===== src/rtl/psg_cmd_pkg.sv =====
// psg_cmd_pkg: shared types, PSG register codes and byte builders for the
// PSG command writer.
package psg_cmd_pkg;

  typedef enum logic [1:0] {
    KIND_TONE  = 2'd0,
    KIND_ATTN  = 2'd1,
    KIND_NOISE = 2'd2,
    KIND_RSVD  = 2'd3
  } kind_e;

  typedef enum logic [1:0] {
    ST_IDLE  = 2'd0,
    ST_LATCH = 2'd1,
    ST_DATA  = 2'd2,
    ST_PARK  = 2'd3
  } state_e;

  // How much of a legal write has to reach the PSG.
  typedef enum logic [1:0] {
    PLAN_FULL      = 2'd0,
    PLAN_DATA_ONLY = 2'd1,
    PLAN_SKIP      = 2'd2
  } plan_e;

  localparam logic [2:0] REG_TONE0 = 3'b000;
  localparam logic [2:0] REG_ATTN0 = 3'b001;
  localparam logic [2:0] REG_TONE1 = 3'b010;
  localparam logic [2:0] REG_ATTN1 = 3'b011;
  localparam logic [2:0] REG_TONE2 = 3'b100;
  localparam logic [2:0] REG_ATTN2 = 3'b101;
  localparam logic [2:0] REG_NOISE = 3'b110;
  localparam logic [2:0] REG_ATTN3 = 3'b111;

  // Data byte to the noise register that changes nothing there.
  localparam logic [7:0] PARK_BYTE = 8'h00;

  function automatic logic [2:0] tone_code(input logic [1:0] chan);
    return {chan, 1'b0};
  endfunction

  function automatic logic [2:0] attn_code(input logic [1:0] chan);
    return {chan, 1'b1};
  endfunction

  function automatic logic [7:0] latch_byte(input logic [2:0] code, input logic [3:0] nibble);
    return {1'b1, code, nibble};
  endfunction

  function automatic logic [7:0] tone_data_byte(input logic [9:0] value);
    return {2'b00, value[9:4]};
  endfunction

  // Reserved kind and tone channel 3 have no PSG register behind them.
  function automatic logic request_legal(input kind_e kind, input logic [1:0] chan);
    return (kind != KIND_RSVD) && !((kind == KIND_TONE) && (chan == 2'd3));
  endfunction

endpackage


===== src/rtl/psg_cmd_shadow.sv =====
// psg_cmd_shadow: mirror of the PSG registers and the current PSG latch, used
// to drop redundant writes or shorten a tone write to its data byte.
// Only built when PSG_CMD_WRITER_SHADOW_EN is defined.
module psg_cmd_shadow
  import psg_cmd_pkg::*;
(
  input  logic       clk,
  input  logic       reset,
  input  logic       commit,
  input  kind_e      kind,
  input  logic [1:0] chan,
  input  logic [9:0] value,
  output plan_e      plan
);

  logic [3:0] attn_sh [4];
  logic [9:0] tone_sh [3];
  logic [2:0] noise_sh;
  logic [2:0] latch_sh;
  logic [1:0] tone_idx;
  logic       noise_unused;

  // Channel 3 tone requests are dropped upstream; clamp so the lookup stays in range.
  assign tone_idx = (chan == 2'd3) ? 2'd0 : chan;

  // Noise writes are never suppressed (they restart the LFSR on purpose), so
  // the noise mirror is tracked but not consulted.
  assign noise_unused = ^noise_sh;

  // Compare the request against the mirror to decide what must be sent.
  always_comb begin
    plan = PLAN_FULL;
    case (kind)
      KIND_TONE: begin
        if (value == tone_sh[tone_idx]) begin
          plan = PLAN_SKIP;
        end else if ((value[3:0] == tone_sh[tone_idx][3:0]) && (latch_sh == tone_code(chan))) begin
          plan = PLAN_DATA_ONLY;
        end
      end
      KIND_ATTN: begin
        if (value[3:0] == attn_sh[chan]) plan = PLAN_SKIP;
      end
      default: plan = PLAN_FULL;
    endcase
  end

  // Track register contents and which register the PSG latch points at.
  always_ff @(posedge clk) begin
    if (reset) begin
      for (int i = 0; i < 4; i++) attn_sh[i] <= 4'hF;
      for (int i = 0; i < 3; i++) tone_sh[i] <= '0;
      noise_sh <= 3'b100;
      latch_sh <= REG_TONE0;
    end else if (commit) begin
      case (kind)
        KIND_TONE: begin
          tone_sh[tone_idx] <= value;
          if (plan == PLAN_FULL) latch_sh <= tone_code(chan);
        end
        KIND_ATTN: begin
          attn_sh[chan] <= value[3:0];
          if (plan == PLAN_FULL) latch_sh <= attn_code(chan);
        end
        KIND_NOISE: begin
          noise_sh <= value[2:0];
          latch_sh <= REG_NOISE;
        end
        default: ;
      endcase
    end
  end

endmodule


===== src/rtl/psg_cmd_writer.sv =====
// psg_cmd_writer: serialises tone / attenuation / noise writes into the PSG
// latch/data byte sequence, holding each byte HOLD_CYCLES clocks.
// Optional write suppression via the PSG_CMD_WRITER_SHADOW_EN macro.
//
// state    | meaning
// ---------+---------------------------------------------------------------
// ST_IDLE  | ready for a request; bus holds the last (idempotent) byte
// ST_LATCH | latch byte on the bus (tone, attenuation, noise)
// ST_DATA  | tone data byte on the bus
// ST_PARK  | 0x00 to the noise register so the LFSR is not reset repeatedly
module psg_cmd_writer
  import psg_cmd_pkg::*;
#(
  parameter int unsigned HOLD_CYCLES      = 1,
  parameter int unsigned FREQUENCY_BITS   = 10,
  parameter int unsigned ATTENUATION_BITS = 4,
  parameter int unsigned NOISE_BITS       = 3
) (
  input  logic                      clk,
  input  logic                      reset,
  input  logic                      req_valid,
  output logic                      req_ready,
  input  logic [1:0]                req_kind,
  input  logic [1:0]                req_chan,
  input  logic [FREQUENCY_BITS-1:0] req_value,
  output logic [7:0]                psg_data,
  output logic                      byte_strobe,
  output logic                      req_error
);

  localparam logic [7:0] HOLD_LOAD = 8'(HOLD_CYCLES - 1);

  state_e                      state;
  state_e                      after_latch;
  logic   [7:0]                hold_cnt;
  logic   [7:0]                next_byte;

  kind_e                       kind;
  logic                        accept;
  logic                        legal;
  plan_e                       plan;
  logic   [ATTENUATION_BITS-1:0] attn_value;
  logic   [NOISE_BITS-1:0]     noise_value;
  logic   [7:0]                first_byte;
  logic   [7:0]                second_byte;
  state_e                      after_first;

  assign kind        = kind_e'(req_kind);
  assign accept      = req_valid && req_ready;
  assign legal       = request_legal(kind, req_chan);
  assign attn_value  = req_value[ATTENUATION_BITS-1:0];
  assign noise_value = req_value[NOISE_BITS-1:0];

`ifdef PSG_CMD_WRITER_SHADOW_EN
  psg_cmd_shadow u_shadow (
    .clk    (clk),
    .reset  (reset),
    .commit (accept && legal),
    .kind   (kind),
    .chan   (req_chan),
    .value  (req_value),
    .plan   (plan)
  );
`else
  assign plan = PLAN_FULL;
`endif

  // Build the byte pair for the incoming request and where the latch step leads.
  always_comb begin
    first_byte  = PARK_BYTE;
    second_byte = PARK_BYTE;
    after_first = ST_IDLE;
    case (kind)
      KIND_TONE: begin
        first_byte  = latch_byte(tone_code(req_chan), req_value[3:0]);
        second_byte = tone_data_byte(req_value);
        after_first = ST_DATA;
      end
      KIND_ATTN: begin
        first_byte  = latch_byte(attn_code(req_chan), attn_value);
        after_first = ST_IDLE;
      end
      KIND_NOISE: begin
        first_byte  = latch_byte(REG_NOISE, {1'b0, noise_value});
        second_byte = PARK_BYTE;
        after_first = ST_PARK;
      end
      default: ;
    endcase
  end

  // Sequencer: accept, emit each byte for HOLD_CYCLES, return to idle.
  always_ff @(posedge clk) begin
    if (reset) begin
      state       <= ST_IDLE;
      after_latch <= ST_IDLE;
      hold_cnt    <= '0;
      next_byte   <= PARK_BYTE;
      psg_data    <= 8'h00;
      req_ready   <= 1'b1;
      byte_strobe <= 1'b0;
      req_error   <= 1'b0;
    end else begin
      byte_strobe <= 1'b0;
      req_error   <= 1'b0;
      case (state)
        ST_IDLE: begin
          if (accept) begin
            if (!legal) begin
              req_error <= 1'b1;
            end else begin
              case (plan)
                PLAN_FULL: begin
                  state       <= ST_LATCH;
                  after_latch <= after_first;
                  next_byte   <= second_byte;
                  psg_data    <= first_byte;
                  byte_strobe <= 1'b1;
                  hold_cnt    <= HOLD_LOAD;
                  req_ready   <= 1'b0;
                end
                PLAN_DATA_ONLY: begin
                  state       <= ST_DATA;
                  psg_data    <= second_byte;
                  byte_strobe <= 1'b1;
                  hold_cnt    <= HOLD_LOAD;
                  req_ready   <= 1'b0;
                end
                default: ;
              endcase
            end
          end
        end
        ST_LATCH: begin
          if (hold_cnt == 8'd0) begin
            if (after_latch == ST_IDLE) begin
              state     <= ST_IDLE;
              req_ready <= 1'b1;
            end else begin
              state       <= after_latch;
              psg_data    <= next_byte;
              byte_strobe <= 1'b1;
              hold_cnt    <= HOLD_LOAD;
            end
          end else begin
            hold_cnt <= hold_cnt - 8'd1;
          end
        end
        ST_DATA, ST_PARK: begin
          if (hold_cnt == 8'd0) begin
            state     <= ST_IDLE;
            req_ready <= 1'b1;
          end else begin
            hold_cnt <= hold_cnt - 8'd1;
          end
        end
        default: begin
          state     <= ST_IDLE;
          req_ready <= 1'b1;
        end
      endcase
    end
  end

endmodule

===== config.mk =====
export PLATFORM = sky130hd
export DESIGN_NAME = psg_cmd_writer
export DESIGN_NICKNAME = d
export VERILOG_FILES = /design/src/rtl/psg_cmd_pkg.sv /design/src/rtl/psg_cmd_shadow.sv /design/src/rtl/psg_cmd_writer.sv
export SDC_FILE = /design/constraint.sdc
export NUM_CORES = 1
export LEC_CHECK = 0
export CORE_MARGIN = 2
export CORE_UTILIZATION = 51
export DETAILED_ROUTE_END_ITERATION = 8
export GPL_TIMING_DRIVEN = 1
export MAX_ROUTING_LAYER = met4
export PLACE_DENSITY = 0.79
export SYNTH_ARGS = -nofsm -noshare
export SYNTH_HDL_FRONTEND = slang
export SYNTH_SLANG_ARGS = --single-unit

===== constraint.sdc =====
create_clock -name clk -period 2.32 [get_ports clk]
set_input_delay 0.464 -clock clk [delete_from_list [all_inputs] [get_ports clk]]
set_output_delay 0.464 -clock clk [all_outputs]
set_load 0.02 [all_outputs]

==> metrics.md, run 1 <==
| Metric | Value |
|---|---|
| Final antenna-violating net count | `0` |
| Initial antenna violation count | `0` |
| Worst-Skew Late Latency | `0.33 ns` |
| Least-Margin Pin Slew | `0.498 ns` |
| Post-CTS Setup Bufs | `0` |
| Net switching power figure | `0.000837 W` |
| Yosys warnings | `0` |
| Register area | `581 um^2` |
| Crit path from | `hold_cnt[0]` |
| Most used DFF post-synth | `dfxtp_1` |
| Number of synthesized flops with an enable pin | `0` |
| Clk sinks | `29` |
| Fillers | `226` |
| Total gr overflow | `0` |
| Initial DRT Pass Iterations | `4` |
| Final worst path period share | `92.4%` |
| VDD IR max | `0.873 mV` |
| Setup TNS | `0 ns` |
| Most common cell after layout, fill and taps aside | `dfxtp_1` |
| CP Data Arrival Time | `2.35 ns` |
| Synth-to-layout area growth | `25.9%` |
| CTS tree | `done` |
| Final hold violations | `0` |
| Top cell type's share of synthesized area | `40.0%` |
| GRT Util Overall | `24.3%` |
| WP data required | `2.53 ns` |
| First-pass GRT wire length | `6050 um` |
| Hold_buf cts | `0` |
| Synth async-reset ratio | `0%` |
| Resized cells post-CTS | `0` |
| Largest net degree at the start of global routing | `25` |
| RSZ-0062 raised after global routing | `no` |
| Max Cap Viol | `0` |
| Area leader, netlist | `dfxtp_1` |
| Post-Route WL | `3540 um` |
| Origin of the critical flop-to-flop path | `hold_cnt[0]` |
| IO buf count | `27` |
| FP Rows | `19` |
| Post-route cell area | `1830 um^2` |
| Top post-synthesis cells by area | `dfxtp_1 40%, a21oi_1 7.2%, nand3_1 5.2%` |
| Most frequent cells in the layout | `29 x dfxtp_1, 27 x clkdlybuf4s50_1, 21 x a21oi_1, 17 x nand2_1, 15 x nand3_1` |
| Hold Crit Class | `reg2reg` |
| Vias in the first global route | `1393` |
| Initial Util | `53.0%` |
| Critical Path Fanout Max | `7` |
| # DRC | `0` |
| Clock group share of total power | `15.1%` |
| Final count of pins violating max slew | `0` |
| Seq pwr share | `34.7%` |
| Fmax | `466 MHz` |
| Crit Path Class | `reg2reg` |
| Share of layout cells above drive strength 1 | `10.7%` |
| Fin crit period | `2.14 ns` |
| IO Count | `28` |
| Post-synthesis cell count | `175` |
| CP Launch Type | `register` |
| Sequential-to-total area share from yosys stat | `40.0%` |
| CTS HTree Levels | `2` |
| Routability Congestion | `0.851` |
| Post-DP HPWL | `2620 um` |
| DR WL/cell | `15.0 um` |
| Root Driver | `clkbuf_4` |
| DR iter-0 viols | `44` |
| Setup violations, final | `0` |
| Die area | `3290 um^2` |
| Distinct cell type count after synthesis | `41` |
| CP Capture Type | `register` |
| PD cells | `1120 nW/um^2` |
| Area of the multi-input gates | `798 um^2` |
| CTS buffer count | `5` |
| Register clock-pin slew on the reported worst setup and hold paths | `0.09 ns` |
| Maximum buffer depth of the clock tree | `2` |
| Cell Area, Placed | `1770 um^2` |
| Leakage power | `0.671 nW` |
| Skew final | `0.00346 ns` |
| Via count | `1413` |
| Synth Cell Area | `1450 um^2` |
| Hold_sp | `next_byte[0]` |
| Max_slew headroom | `66.7%` |
| Final Util | `66.8%` |
| Yosys reg bits | `29` |
| Status | `finished clean` |
| Syn_area_per_cell | `8.29 um^2` |
| # diodes | `0` |
| Chip Height | `57.3 um` |
| Sw Share | `41.0%` |
| Routed vias/inst | `5.99` |
| Nets | `224` |
| Syn nets | `194` |
| Logic pwr share | `50.2%` |
| DIE WIDTH | `57.3 um` |
| Pint | `0.00120 W` |
| Core Area | `2730 um^2` |
-- state kept, by name, summed over array words and instances (netlist names) --
register / flops
after_latch: 2
psg_data: 8
req_ready: 1
byte_strobe: 1
state: 2
req_error: 1
next_byte: 6
hold_cnt: 8
-- path summary, 6_finish.rpt --
check                      end  cells after the start  slack (ns)
setup / recovery   hold_cnt[5]                      6        0.18
setup reg to reg   hold_cnt[5]                      6        0.18
hold reg to reg   next_byte[0]                      2        0.47
hold / removal    next_byte[0]                      2        0.47
-- cells in the mapped netlist (2+ instances only) --
master     n
inv_1      4
o31ai_1    5
a311oi_1   3
nand2_1   17
a211oi_1   5
and2_1     2
nor2_1     7
nor3b_1    4
buf_2      6
or4_1      5
nand4_1    2
a21oi_1   21
or3_1      4
or4_4      2
clkbuf_1   7
nor3_1     7
nor2b_1    2
o21ai_0    4
nand2b_1   3
ha_1       2
nand3_1   15
dfxtp_1   29
-- area by class of cell --
| cell class | count | share of cell area (%) |
|---|---|---|
| Multi-Input combinational cell | 129 | 43.7 |
| Clock buffer | 7 | 3.02 |
| Inverter | 4 | 0.822 |
| Timing Repair Buffer | 36 | 18.5 |
| Tap cell | 31 | 2.12 |
| Sequential cell | 29 | 31.8 |
-- through the flow --
stage               setup slack (ns)  cells  hold WS [ns]  power [W]
finish                         0.176    236         0.466    0.00204
global route                  0.0691    236         0.487    0.00218
CTS                            0.187    236         0.470    0.00204
detailed placement            0.0452    229         0.456    0.00173
global placement              0.0967    229         0.441    0.00169
floorplan                      0.372    175         0.432    0.00141
-- cells by family (layout without fill, tap and decap cells) --
group	after synthesis	count (layout)	synth area share [%]
buffers and inverters	17	47	4.92
and+or+nand+nor	79	79	31.7
AOI/OAI and AO/OA	48	48	21.7
DFF	29	29	40.0
adders and majority gates	2	2	1.73
-- worst max-delay path, cell delays in order (launching register included) --
cell,delay (ns)
dfxtp_1,0.33
inv_1,0.12
ha_1,0.18
or3b_2,0.53
nor4_4,0.49
or3_1,0.31
a21oi_1,0.06
-- metal layers --
layer / track usage (%) / share of wire, % / vias up
li1: - / - / 718
met1: 30.3 / 46 / 644
met2: 36.6 / 47 / 44
met3: 7.71 / 5.5 / 7
met4: 9.97 / 1.6 / 0
met5: - / 0 / -
-- power by group through the flow --
stage          Sequential (W)  Combinational, W  Clock [W]
3_3_place_gp         0.000709          0.000985          0
6_report             0.000708           0.00102   0.000309
4_1_cts              0.000705           0.00102   0.000316
3_5_place_dp         0.000716           0.00101          0
5_1_grt              0.000727           0.00112   0.000337
2_1_floorplan        0.000746          0.000666          0
Power figures use the tool's default switching activity.
==> run 2: changes to the inputs <==
- CAP_MARGIN: not set -> 0
- GPL_TIMING_DRIVEN: 1 -> not set
- HOLD_SLACK_MARGIN: not set -> 0.05
==> results of run 2 <==
Same layout as run 1: the final DEF is identical, and so are final timing and power.
